File: src/rtl/if_id_buffer.sv
// if_id_buffer: two-entry skid buffer between instruction fetch and decode.
// Holds {pc, instr} pairs in FIFO order and presents the oldest to decode,
// with the instruction pre-split into Opcode/Funct3/Funct7 fields.
// in_ready and all out_* signals come from registers only, so neither
// out_ready nor flush has a combinational path back to fetch.
// Optional build macro IFID_NOP_BUBBLE_EN: when defined, out_instr shows
// NOP_INSTR whenever the buffer is empty.
module if_id_buffer #(
  parameter int unsigned      XLEN      = 32,
  parameter logic [XLEN-1:0]  NOP_INSTR = 'h00000013
) (
  input  logic            clk,
  input  logic            rst_n,
  input  logic            flush,
  input  logic            in_valid,
  output logic            in_ready,
  input  logic [XLEN-1:0] in_pc,
  input  logic [XLEN-1:0] in_instr,
  output logic            out_valid,
  input  logic            out_ready,
  output logic [XLEN-1:0] out_pc,
  output logic [XLEN-1:0] out_instr,
  output logic [6:0]      Opcode,
  output logic [2:0]      Funct3,
  output logic [6:0]      Funct7,
  output logic [1:0]      occupancy
);

  logic [XLEN-1:0] pc_q    [2];
  logic [XLEN-1:0] instr_q [2];
  logic            rp_q;
  logic            wp_q;
  logic [1:0]      count_q;
  logic [1:0]      count_d;
  logic            push;
  logic            pop;

  // Flush masks both handshakes so a redirect never admits or retires a pair.
  always_comb begin
    push    = in_valid & in_ready & ~flush;
    pop     = out_valid & out_ready & ~flush;
    count_d = count_q + {1'b0, push} - {1'b0, pop};
  end

  // Pointer and occupancy state; flush empties the buffer in one edge.
  always_ff @(posedge clk or negedge rst_n) begin
    if (!rst_n) begin
      rp_q    <= 1'b0;
      wp_q    <= 1'b0;
      count_q <= 2'd0;
    end else if (flush) begin
      rp_q    <= 1'b0;
      wp_q    <= 1'b0;
      count_q <= 2'd0;
    end else begin
      if (push) wp_q <= ~wp_q;
      if (pop)  rp_q <= ~rp_q;
      count_q <= count_d;
    end
  end

  // Entry storage; written only on an accepted push.
  always_ff @(posedge clk or negedge rst_n) begin
    if (!rst_n) begin
      for (int i = 0; i < 2; i++) begin
        pc_q[i]    <= '0;
        instr_q[i] <= '0;
      end
    end else if (push) begin
      pc_q[wp_q]    <= in_pc;
      instr_q[wp_q] <= in_instr;
    end
  end

  assign in_ready  = (count_q != 2'd2);
  assign out_valid = (count_q != 2'd0);
  assign occupancy = count_q;
  assign out_pc    = pc_q[rp_q];

`ifdef IFID_NOP_BUBBLE_EN
  // Empty buffer presents an addi x0,x0,0 bubble to decode.
  assign out_instr = (count_q == 2'd0) ? NOP_INSTR : instr_q[rp_q];
`else
  assign out_instr = instr_q[rp_q];
`endif

  assign Opcode = out_instr[6:0];
  assign Funct3 = out_instr[14:12];
  assign Funct7 = out_instr[31:25];

endmodule
File: config.mk
export PLATFORM = sky130hd
export DESIGN_NAME = if_id_buffer
export DESIGN_NICKNAME = d
export VERILOG_FILES = /design/src/rtl/if_id_buffer.sv
export SDC_FILE = /design/constraint.sdc
export NUM_CORES = 1
export LEC_CHECK = 0
export ABC_AREA = 1
export CAP_MARGIN = 15
export CORE_MARGIN = 4
export CORE_UTILIZATION = 25
export CTS_BUF_LIST = sky130_fd_sc_hd__clkbuf_8
export CTS_CLUSTER_SIZE = 16
export DETAILED_ROUTE_END_ITERATION = 12
export PLACE_DENSITY = 0.6
export SLEW_MARGIN = 25
export SYNTH_ARGS = -nofsm -noshare
export SYNTH_HDL_FRONTEND = slang
export SYNTH_SLANG_ARGS = --single-unit
File: constraint.sdc
create_clock -name clk -period 1.4 [get_ports clk]
set_input_delay 0.28 -clock clk [delete_from_list [all_inputs] [get_ports clk]]
set_output_delay 0.28 -clock clk [all_outputs]
set_load 0.005 [all_outputs]
After elaboration in Yosys (flattened, before gate mapping)
Index checks and enable logic that the tools add are counted.

Bits in registers: 132. Word-level logic and storage cells: 41. Output and inout port bits: 85.

Add/subtract/negate cells: 2. Eq/ne operators: 1. Mux-type cells: 15. Magnitude comparators: 3. Bitwise logic cells: 9. Reduce and logical (&&, ||, !) cells: 4.

Operator list (number): two-way mux 32 bit (7); bitwise mux 64 bit (2); demux 32 bit (select 1 bit) (1); nonzero test 2 bit (3); bitwise AND 1 bit (4); greater-or-equal comparator 2 bit (second input constant) (2); two-way mux 1 bit (4); inverter 1 -> 2 bit (2); inverter 1 bit (3); adder 2 x 1 -> 2 bit (1); less-than comparator 2 x 1 -> 1 bit (second input constant) (1); two-way mux 2 bit (1); inequality test 2 bit (second input constant) (1); subtractor 2 x 1 -> 2 bit (1); logical AND 1 bit (1).

Logic depth before layout (Yosys ltp)
Gate-level depths: netlist (run 1).

Depth in word-level cells: 6. Gate-level depth with buffers: 9. Mapped depth without buffers: 9.

Least setup slack after synthesis (run 1)
Ideal clock, no wire load.

Kind: flip-flop to flip-flop. Start point: register count_q[1], in the netlist occupancy[1]. End point: register count_q[1], in the netlist occupancy[1]. Buffers on the path: 0. Data required time: 1.281 ns. Stages on the path, launching flop included: 8. Setup slack: -0.202 ns. Period minus slack after synthesis: 1.602 ns. Arrival: 1.483 ns. Path through: dfrtp_1 -> or2_2 -> nand2_1 -> nor2_1 -> ha_1 -> or2_2 -> a21oi_1 -> nor2_1.

Elaborated cells on any way between the ends: 9. Those cells by class: 2 x add/sub; 1 x eq/ne; 1 x mux; 4 x bitwise; 1 x reduce/logical.

RTL lines: start: declaration (RTL line 33) `logic [1:0] count_q;`; start signal: assignment (RTL line 58) `count_q <= count_d;`; nonzero test 2 bit (RTL line 76) `assign out_valid = (count_q != 2'd0);`; net out_valid (RTL line 19) `output logic out_valid,`; bitwise AND 1 bit (2 in series) (RTL line 41) `pop = out_valid & out_ready & ~flush;`; subtractor 2 x 1 -> 2 bit (RTL line 42) `count_d = count_q + {1'b0, push} - {1'b0, pop};`; two-way mux 2 bit (RTL line 51) `end else if (flush) begin`.

The timed path passes the listed nets, and every way through them passes these cells. A chain may end at the register's enable or synchronous reset.

Worst setup path in the final report (run 1)
Start point: register rp_q. End point: output out_instr[13].

Word-level cells in the longest chain between the ends: 4.

Ends and longest elaborated chain: start: declaration (RTL line 31) `logic rp_q;`; start signal: assignment (RTL line 57) `if (pop) rp_q <= ~rp_q;`; inverter 1 -> 2 bit (not written as such) (RTL line 84) `assign out_instr = instr_q[rp_q];`; two-way mux 32 bit (not written as such) (3 in series) (RTL line 84); end: declaration (RTL line 22) `output logic [XLEN-1:0] out_instr,`.

Every way passes these cells. The select of a mux whose other input is x is not followed.

==> results of run 1 <==
## worst max-delay path by stage
stage | slack, ns | cells after the start | endpoint | startpoint
floorplan | -0.11 | 8 | occupancy[0]$_DFF_PN0_ | occupancy[0]$_DFF_PN0_
global route | -0.66 | 7 | Funct3[1] | rp_q$_DFFE_PN0P_
detailed placement | -0.48 | 6 | pc_q[57]$_DFFE_PN0P_ | flush
global placement | -0.48 | 6 | pc_q[54]$_DFFE_PN0P_ | flush
finish | -0.57 | 7 | out_instr[13] | rp_q$_DFFE_PN0P_
CTS | -0.77 | 5 | Opcode[4] | rp_q$_DFFE_PN0P_
## worst max-delay path, stage by stage (launching register included)
cell and delay, ns:
sky130_fd_sc_hd__dfrtp_2 0.47, sky130_fd_sc_hd__buf_12 0.16, sky130_fd_sc_hd__buf_8 0.12, sky130_fd_sc_hd__buf_6 0.12, sky130_fd_sc_hd__clkbuf_16 0.16, sky130_fd_sc_hd__nand2_4 0.05
sky130_fd_sc_hd__nand2_2 0.06, sky130_fd_sc_hd__clkbuf_2 0.11
## stage by stage
| stage | hold WS [ns] | util [%] | cells | TNS [ns] | cell area (sq um) |
|---|---|---|---|---|---|
| 2_1_floorplan | -0.0156 | - | 803 | -0.225 | 6210 |
| 6_report | 0.269 | 43.2 | 1351 | -38.71 | 10500 |
| 3_5_place_dp | 0.155 | 33.7 | 1250 | -71.13 | 8190 |
| 4_1_cts | 0.233 | 35.8 | 1289 | -55.29 | 8710 |
| 5_1_grt | 0.238 | 43.2 | 1351 | -53.20 | 10500 |
| 3_3_place_gp | 0.156 | 33.7 | 1250 | -70.92 | 8190 |
## power by group through the flow
| stage | Clock [mW] | Combinational, mW | Sequential, mW |
|---|---|---|---|
| 2_1_floorplan | 0 | 2.30 | 5.51 |
| 3_3_place_gp | 0 | 4.62 | 5.63 |
| 3_5_place_dp | 0 | 4.66 | 5.66 |
| 4_1_cts | 3.57 | 4.67 | 5.60 |
| 5_1_grt | 3.76 | 6.51 | 6.03 |
| 6_report | 3.48 | 5.86 | 5.88 |
## Yosys cell counts
library cell                 n  area share, %
sky130_fd_sc_hd__nand2_1   390             24
sky130_fd_sc_hd__dfrtp_1   132             53
sky130_fd_sc_hd__inv_1      69            4.2
sky130_fd_sc_hd__nand3_1    68            5.5
sky130_fd_sc_hd__o21ai_0    52            4.2
sky130_fd_sc_hd__buf_4      34            4.1
sky130_fd_sc_hd__o21ai_1    13            1.1
sky130_fd_sc_hd__buf_2      11           0.89
sky130_fd_sc_hd__buf_1       9           0.55
sky130_fd_sc_hd__clkbuf_1    5           0.30
sky130_fd_sc_hd__nor2_1      4           0.24
sky130_fd_sc_hd__buf_6       3           0.55
sky130_fd_sc_hd__clkbuf_2    3           0.24
sky130_fd_sc_hd__ha_1        2           0.40
sky130_fd_sc_hd__nand4_1     2           0.20
sky130_fd_sc_hd__or2_2       2           0.20
sky130_fd_sc_hd__a21oi_1     1          0.081
sky130_fd_sc_hd__inv_2       1          0.061
sky130_fd_sc_hd__nand2_2     1           0.10
sky130_fd_sc_hd__nor2_2      1           0.10
## state kept, by name, indices dropped and copies added (netlist names)
| signal | cells |
|---|---|
| instr_q | 64 |
| occupancy | 2 |
| pc_q | 64 |
| rp_q | 1 |
| wp_q | 1 |
## timing repair
item,4_1_cts,5_1_grt
endpoints found under the setup margin,150,208
pin swaps,5,46
buffers inserted,6,32
hold buffers,1,0
endpoints found under the hold margin,48,0
gates resized for setup,86,507
cloned,1,31
## final cells by class
cell class	count	area, sq um	area share (%)
flip-flops and latches	132	3310	31.5
clock inverters	13	159	1.51
well taps	324	405	3.86
repair buffers	256	3000	28.6
inverters	70	275	2.62
clock buffers	19	262	2.49
multi-input cells	537	3090	29.5
## cell families after synthesis
| family | after synthesis | synth area share (%) |
|---|---|---|
| buf+inv | 135 | 10.9 |
| flops | 132 | 53.4 |
| simple gates | 468 | 30.0 |
| compound gates | 66 | 5.34 |
| fa+ha+maj | 2 | 0.404 |
## layer usage
layer  track usage [%]  part of all wire (%)  vias to the layer above
met4              3.26                   1.3                        0
met1              17.4                    44                     2869
met5                 0                     0                        -
met2              22.4                    50                      175
met3              3.62                   5.4                       20
li1                  -                     -                     2888
==> metrics.log, run 1 <==
INFO  metric clock_latency = 0.44 ns
INFO  metric cp_data_arrival_time = 1.69 ns
INFO  metric drtPass1Iterations = 4
INFO  metric final_min_period_over_clock_period = 141%
INFO  metric mappedNetlistArea = 0.00619 sq mm
INFO  metric report.final.slew_viol_count = 0
INFO  metric clock_sinks = 132
INFO  metric power.share.sequential = 38.7%
INFO  metric number_of_global_route_vias_before_repair = 5,568
INFO  metric layout_setup_ws = -0.570 ns
INFO  metric yosysSeqAreaShare = 53.4%
INFO  metric place.port_buffers = 153
INFO  metric grt_antenna_before_repair = 0
INFO  metric final_layout_size_suffix_gt1_share = 38.9%
INFO  metric dieArea = 0.0273 sq mm
INFO  metric clkSlewWorstSetupHoldPaths = 0.08 ns
INFO  metric cts_root_buffer = sky130_fd_sc_hd__clkbuf_8
INFO  metric synth_cells = 803
INFO  metric comb_power_share = 38.5%
INFO  metric drt-total-wl = 22,900 um
INFO  metric fin_nets = 1,085
INFO  metric net_load_switching_power = 5.28 mW
INFO  metric power-per-cell-area = 1450 mW/mm^2
INFO  metric core = 0.0243 sq mm
INFO  metric r2r-end = occupancy[1]$_DFF_PN0_
INFO  metric num_vias = 5,952
INFO  metric timing_worst_slew_pin_value = 0.318 ns
INFO  metric swShare = 34.7%
INFO  metric boundaryPins = 154
INFO  metric first_pass_grt_wire_length = 28,900 um
INFO  metric die_width = 165 um
INFO  metric hold_viol = 0
INFO  metric drv.max_cap_violation_count = 0
INFO  metric status = finished, violations left
INFO  metric routabilityCongestion = 0.762
INFO  metric synth_register_bits = 132
INFO  metric cts_buffers = 17
INFO  metric cts_tree = built
INFO  metric yosys.cell_types.count = 20
INFO  metric fillerInstances = 2,355
INFO  metric synthesis.yosys.warnings = 0
INFO  metric pwr-share-clk = 22.9%
INFO  metric area_growth = 69.6%
INFO  metric global_route.usage.total = 13.4%
INFO  metric remaining_drc_errors = 0
INFO  metric design_power_total = 15.2 mW
INFO  metric timing.critical_path.from_type = register
INFO  metric synth.avg_cell_area = 7.71 sq um
INFO  metric p_int = 9.95 mW
INFO  metric violations_in_the_final_reports = setup timing
INFO  metric vdd_drop_max = 0.000714 V
INFO  metric final_cell_mix = sky130_fd_sc_hd__nand2_1 (268), sky130_fd_sc_hd__dfrtp_1 (130), sky130_fd_sc_hd__nand2_2 (67), sky130_fd_sc_hd__clkdlybuf4s50_1 (67), sky130_fd_sc_hd__inv_1 (66)
INFO  metric skew = 0.00688 ns
INFO  metric via_per_inst = 4.41
INFO  metric cts-htree-levels = 4
INFO  metric final.min_clock_period = 1.97 ns
INFO  metric slew_headroom = 78.8%
INFO  metric total_leakage_power = 5.53 nW
INFO  metric die_y = 165 um
INFO  metric r2r_setup_slack = -0.33 ns
INFO  metric antenna_left = 0
INFO  metric insertedDiodeCount = 0
INFO  metric pre_cts_ws = -0.477 ns
INFO  metric holdCritPathClass = in -> async
INFO  metric unrepaired_setup_endpoints_after_global_routing = true
INFO  metric floorplan.rows = 57
INFO  metric data_required_time_of_the_critical_path = 1.12 ns
INFO  metric path_max_fanout = 4
INFO  metric grt_remaining_overflow = 0
INFO  metric timing.rr.start = occupancy[0]$_DFF_PN0_
INFO  metric drt-wirelength-per-cell = 17.0 um
INFO  metric layout.cells.most_common = sky130_fd_sc_hd__nand2_1
INFO  metric r2r.worst_path.cells = 11
INFO  metric highest_clock_rate = 0.507 GHz
INFO  metric floorplan.initialDensity = 25.5%
INFO  metric setup.worst_path.class = reg -> out
INFO  metric detailed_place_hpwl = 11,700 um
INFO  metric grt_start_max_net_pins = 64
INFO  metric setup_violations = 119
INFO  metric initialDrtViolationCount = 364
INFO  metric worst_setup_path_end_kind = primary output
INFO  metric post_synthesis_net_count = 874
INFO  metric cts_buffer_depth = 2
Power figures use the tool's default switching activity.
==> run 2, diff against run 1 <==
--- a/config.mk
+++ b/config.mk
@@ -10,6 +10,7 @@
 export CORE_MARGIN = 4
 export CORE_UTILIZATION = 25
 export CTS_BUF_LIST = sky130_fd_sc_hd__clkbuf_8
+export CTS_CLUSTER_DIAMETER = 120
 export CTS_CLUSTER_SIZE = 16
 export DETAILED_ROUTE_END_ITERATION = 12
 export PLACE_DENSITY = 0.6
==> results of run 2 <==
Final layout, timing and power as in run 1 (identical DEF).
